**config.mk**
```make
export PLATFORM = sky130hd
export DESIGN_NAME = islip_scheduler
export DESIGN_NICKNAME = d
export VERILOG_FILES = /design/src/rtl/islip_scheduler.sv
export SDC_FILE = /design/constraint.sdc
export NUM_CORES = 1
export LEC_CHECK = 0
export BUFFER_PORTS_ARGS = -buffer_cell sky130_fd_sc_hd__buf_4
export CAP_MARGIN = 20
export CORE_UTILIZATION = 57
export DETAILED_ROUTE_END_ITERATION = 8
export PLACE_DENSITY = 0.88
export SLEW_MARGIN = 20
export SYNTH_ARGS = -nofsm -noshare
export SYNTH_HDL_FRONTEND = slang
export SYNTH_SLANG_ARGS = --single-unit
export TNS_END_PERCENT = 30
```
**constraint.sdc**
```tcl
create_clock -name clk -period 3.5 [get_ports clk]
set_clock_uncertainty 0.15 [all_clocks]
set_input_delay 1.05 -clock clk [delete_from_list [all_inputs] [get_ports clk]]
set_output_delay 1.05 -clock clk [all_outputs]
set_load 0.03 [all_outputs]
```
**src/rtl/islip_scheduler.sv**
```systemverilog
// Single-iteration iSLIP crossbar scheduler: a round-robin grant per output, then
// a round-robin accept per input, with the matching registered once per cycle.
module islip_scheduler #(
    parameter int number_ports = 4,
    localparam int PW = $clog2(number_ports)
) (
    input  logic                                   clk,
    input  logic                                   reset,
    input  logic [number_ports*number_ports-1:0]   request,
    output logic [number_ports*PW-1:0]             destinations,
    output logic [number_ports-1:0]                matched
);

    localparam int N = number_ports;

    // Returns {found, index} of the first set bit of vec, scanning from ptr upward mod N.
    function automatic logic [PW:0] rr_pick(input logic [N-1:0] vec, input logic [PW-1:0] ptr);
        logic [PW:0]   res;
        logic [PW-1:0] idx_p;
        int            idx;
        res = '0;
        for (int k = 0; k < N; k++) begin
            idx = int'(ptr) + k;
            if (idx >= N) idx = idx - N;
            idx_p = idx[PW-1:0];
            if (!res[PW] && vec[idx_p]) res = {1'b1, idx_p};
        end
        return res;
    endfunction

    function automatic logic [PW-1:0] wrap_inc(input logic [PW-1:0] v);
        return (int'(v) == N - 1) ? '0 : v + 1'b1;
    endfunction

    logic [N-1:0][PW-1:0] g_q, g_d;
    logic [N-1:0][PW-1:0] a_q, a_d;
    logic [N-1:0][PW-1:0] dest_q, dest_d;
    logic [N-1:0]         matched_q, matched_d;

    logic [N-1:0][N-1:0]  out_req;     // out_req[j][i]: input i requests output j
    logic [N-1:0]         grant_vld;
    logic [N-1:0][PW-1:0] grant_idx;
    logic [N-1:0][N-1:0]  in_grants;   // in_grants[i][j]: output j granted input i
    logic [N-1:0]         acc_vld;
    logic [N-1:0][PW-1:0] acc_idx;

    always_comb begin
        out_req   = '0;
        grant_vld = '0;
        grant_idx = '0;
        for (int j = 0; j < N; j++) begin
            for (int i = 0; i < N; i++) begin
                out_req[j][i] = request[i*N + j];
            end
            {grant_vld[j], grant_idx[j]} = rr_pick(out_req[j], g_q[j]);
        end
    end

    always_comb begin
        in_grants = '0;
        acc_vld   = '0;
        acc_idx   = '0;
        for (int i = 0; i < N; i++) begin
            for (int j = 0; j < N; j++) begin
                in_grants[i][j] = grant_vld[j] && (int'(grant_idx[j]) == i);
            end
            {acc_vld[i], acc_idx[i]} = rr_pick(in_grants[i], a_q[i]);
        end
    end

    // Only accepted pairs move pointers; each output grants one input, so each
    // g_d entry is written by at most one accepting input.
    always_comb begin
        g_d       = g_q;
        a_d       = a_q;
        dest_d    = '0;
        matched_d = '0;
        for (int i = 0; i < N; i++) begin
            if (acc_vld[i]) begin
                a_d[i]          = wrap_inc(acc_idx[i]);
                g_d[acc_idx[i]] = wrap_inc(PW'(i));
                dest_d[i]       = acc_idx[i];
                matched_d[i]    = 1'b1;
            end
        end
    end

    always_ff @(posedge clk or posedge reset) begin
        if (reset) begin
            g_q       <= '0;
            a_q       <= '0;
            dest_q    <= '0;
            matched_q <= '0;
        end else begin
            g_q       <= g_d;
            a_q       <= a_d;
            dest_q    <= dest_d;
            matched_q <= matched_d;
        end
    end

    assign destinations = dest_q;
    assign matched      = matched_q;

endmodule

```
==> reports/qor.yml <==
fmaxAchievable_mhz: 310
p_seq_frac: 0.274
grt_pass1_wl_mm: 8.56
worst_ep_arrival_time_ns: 3.25
p_switching_mw: 1.12
period_needed_ns: 3.23
synthToLayoutAreaGrowth_pct: 16.0
relSlewSlack: 0.520
use_met1: 0.367
synthCells: 239
hold_start: "a_q[3]"
wl_mm: 4.84
cts_setup_buffers: 0
r2r-end: "g_q[4]"
power.share.clock: 0.109
postCtsHoldBufs: 0
hold_viol_final: 0
grt_pass1_vias: 1936
path_class: "in2reg"
dieArea_um2: 3950
coreArea_um2: 3440
num_rows: 21
layout-drive-gt1-share: 0.193
clock-sinks: 28
synth_edf_count: 0
synthArstFlopShare: 1.00
num_vias: 1932
grt_util_met3: 0.0274
antenna_left: 0
critical-path-slowest-cell: "o311ai_0"
clkLatencyLatePin_ns: 0.28
required_ns: 3.52
drv_cap: 0
cts_tree: "done"
place_congestion: 0.880
r2r_slack_ns: 0.65
antenna_found_initial: 0
grt_max_degree: 29
layout_common_cells: "33 x buf_4, 28 x dfrtp_1, 23 x o21ai_0, 19 x inv_1"
leakage_nw: 1.12
combPwrFrac: 0.617
finalNetCount: 304
num_antenna_cells: 0
ys_seq_elements: 28
hpwl_mm: 3.74
avgSynthCellArea_um2: 8.82
holdPathStages: 1
grt_remaining_overflow: 0
cts_made_buffers: 3
layout_commonest_cell: "buf_4"
internal_power_mw: 1.26
viasPerCell: 6.13
io_buffers: 29
ys_warn_count: 0
clkTransAtPathRegs_ns: 0.10
synth_nets: 273
htreeDepth: 1
outcome: "finished clean"
rsz0062_at_grt: "false"
tightest_slew_ns: 0.710
yosys_most_used_dff: "dfrtp_1"
start_kind: "primary input"
powerDensity_nw_per_um2: 976
hold_end: "destinations[3]"
io_pins: 30
top_usage_layer: "met2"
track_usage: 0.274
post-route-period-util: 0.923
rr_worst_depth: 8
syn-cell-area_um2: 2110
remaining_drc_errors: 0
first_pass_iters: 4
reg2reg_from: "g_q[5]"
clockRootBuffer: "clkbuf_8"
cpPeakStageDelay_ns: 0.61
avgRoutedWirePerCell_um: 15.4
drv_slew: 0
cp_cell_sequence: "buf_4 > nor2b_1 > o311ai_0 > nand2_1 > o21ai_0 > a221oi_1 > ha_1 > a21bo_2 > a32oi_1"
die_w_um: 62.8
use_met2: 0.446
drt_iter0_drc: 149
clock_path_buffers: 2
crit_fanout: 5
final_area_um2: 2440
start_util: 0.613
min_path_type: "reg2reg"
ys_seq_area_frac: 0.332
setup_violations: 0
fin_tns_setup_ns: 0
critPathBufInv: 1
placed_cell_area_um2: 2370
die_y_um: 62.8
synth.distinct_cells: 49
cts-resized-gates: 0
vdd_ir_drop_max_mv: 0.444
end_kind: "flop"
switching_share: 0.471
path_delay_family: "compound AO/OA/AOI/OAI gates"
## logic make-up after synthesis
group	Yosys count	share of synthesized area
buffers and inverters	27	0.0546
AOI/OAI and AO/OA	101	0.355
adders and majority gates	16	0.0950
and+or+nand+nor	66	0.158
DFF	28	0.332
xor gates and xnor gates	1	0.00416
## metrics by stage
| stage | hold WS [ns] | setup WS [ns] | cells | utilization | total power, mW |
|---|---|---|---|---|---|
| final | 0.404 | 0.270 | 315 | 0.710 | 2.39 |
| after detailed placement | 0.383 | 0.0409 | 311 | 0.690 | 2.10 |
| after global routing | 0.431 | 0.0939 | 315 | 0.710 | 2.60 |
| after CTS | 0.407 | 0.346 | 315 | 0.710 | 2.38 |
| after global placement | 0.375 | 0.150 | 311 | 0.690 | 2.06 |
| after floorplan | 0.356 | 0.520 | 239 | - | 1.73 |
## worst max-delay path by stage
| stage | start | to | slack, ns | depth (start not counted) |
|---|---|---|---|---|
| 6_report | request[10] | g_q[7] | 0.27 | 9 |
| 2_1_floorplan | request[11] | g_q[0] | 0.52 | 9 |
| 4_1_cts | request[10] | g_q[7] | 0.35 | 9 |
| 3_3_place_gp | request[10] | g_q[2] | 0.15 | 9 |
| 5_1_grt | request[2] | g_q[4] | 0.09 | 9 |
| 3_5_place_dp | request[2] | g_q[4] | 0.04 | 9 |
## cells in the mapped netlist, types with 2 or more instances
master / count / share of area
a211oi_1: 2 / 0.0071
a21bo_2: 2 / 0.0095
a21o_1: 2 / 0.0071
a21o_2: 2 / 0.0083
a21oi_1: 12 / 0.028
a221o_1: 2 / 0.0095
a221oi_1: 9 / 0.037
a221oi_2: 2 / 0.014
a22oi_1: 2 / 0.0071
a32oi_1: 4 / 0.017
and2_1: 5 / 0.015
and3_1: 3 / 0.0089
buf_2: 5 / 0.012
dfrtp_1: 28 / 0.33
ha_1: 16 / 0.095
inv_1: 19 / 0.034
nand2_1: 15 / 0.027
nand2b_1: 5 / 0.015
nand3_1: 5 / 0.012
nand4_1: 3 / 0.0089
nor2_1: 16 / 0.028
nor2b_1: 8 / 0.024
o211ai_1: 2 / 0.0071
o21a_1: 8 / 0.028
o21ai_0: 23 / 0.055
o221a_2: 2 / 0.011
o221ai_1: 2 / 0.0083
o22a_1: 6 / 0.025
o22a_2: 2 / 0.0095
o22ai_1: 5 / 0.015
o311a_1: 2 / 0.0095
o311ai_0: 3 / 0.012
## final cells by class
class                           count  area (um2)
Clock buffer                        3        41.3
Clock inverter                      1        30.0
Fill cell                         280         997
Inverter                           20        75.1
Multi-Input combinational cell    184        1290
Sequential cell                    28         701
Tap cell                           46        57.6
Timing Repair Buffer               33         248
## worst reg2reg max path, delay by kind of cell (launching register included)
| kind | cells | cell delay [ns] |
|---|---|---|
| flip-flops | 1 | 0.45 |
| adder cells (fa/ha/maj) | 1 | 0.29 |
| AND/OR/NAND/NOR | 1 | 0.18 |
| AO/OA/AOI/OAI | 6 | 1.67 |
## layer usage
layer  share of wire  up-vias
met5               0        -
met4           0.025        0
met3           0.042       11
met2            0.48       57
met1            0.46      907
li1                -      957
## sequential cells by signal (all words and copies together) (netlist names)
name,cells
a_q,8
destinations,8
g_q,8
matched,4
## power by group through the flow
stage               clock [mW]  sequential (mW)  combinational, mW
floorplan                    0            0.723               1.01
global placement             0            0.650               1.41
detailed placement           0            0.655               1.45
CTS                      0.263            0.651               1.46
global route             0.276            0.683               1.64
finish                   0.259            0.655               1.47
No activity file was read; power rests on OpenSTA's default activity.
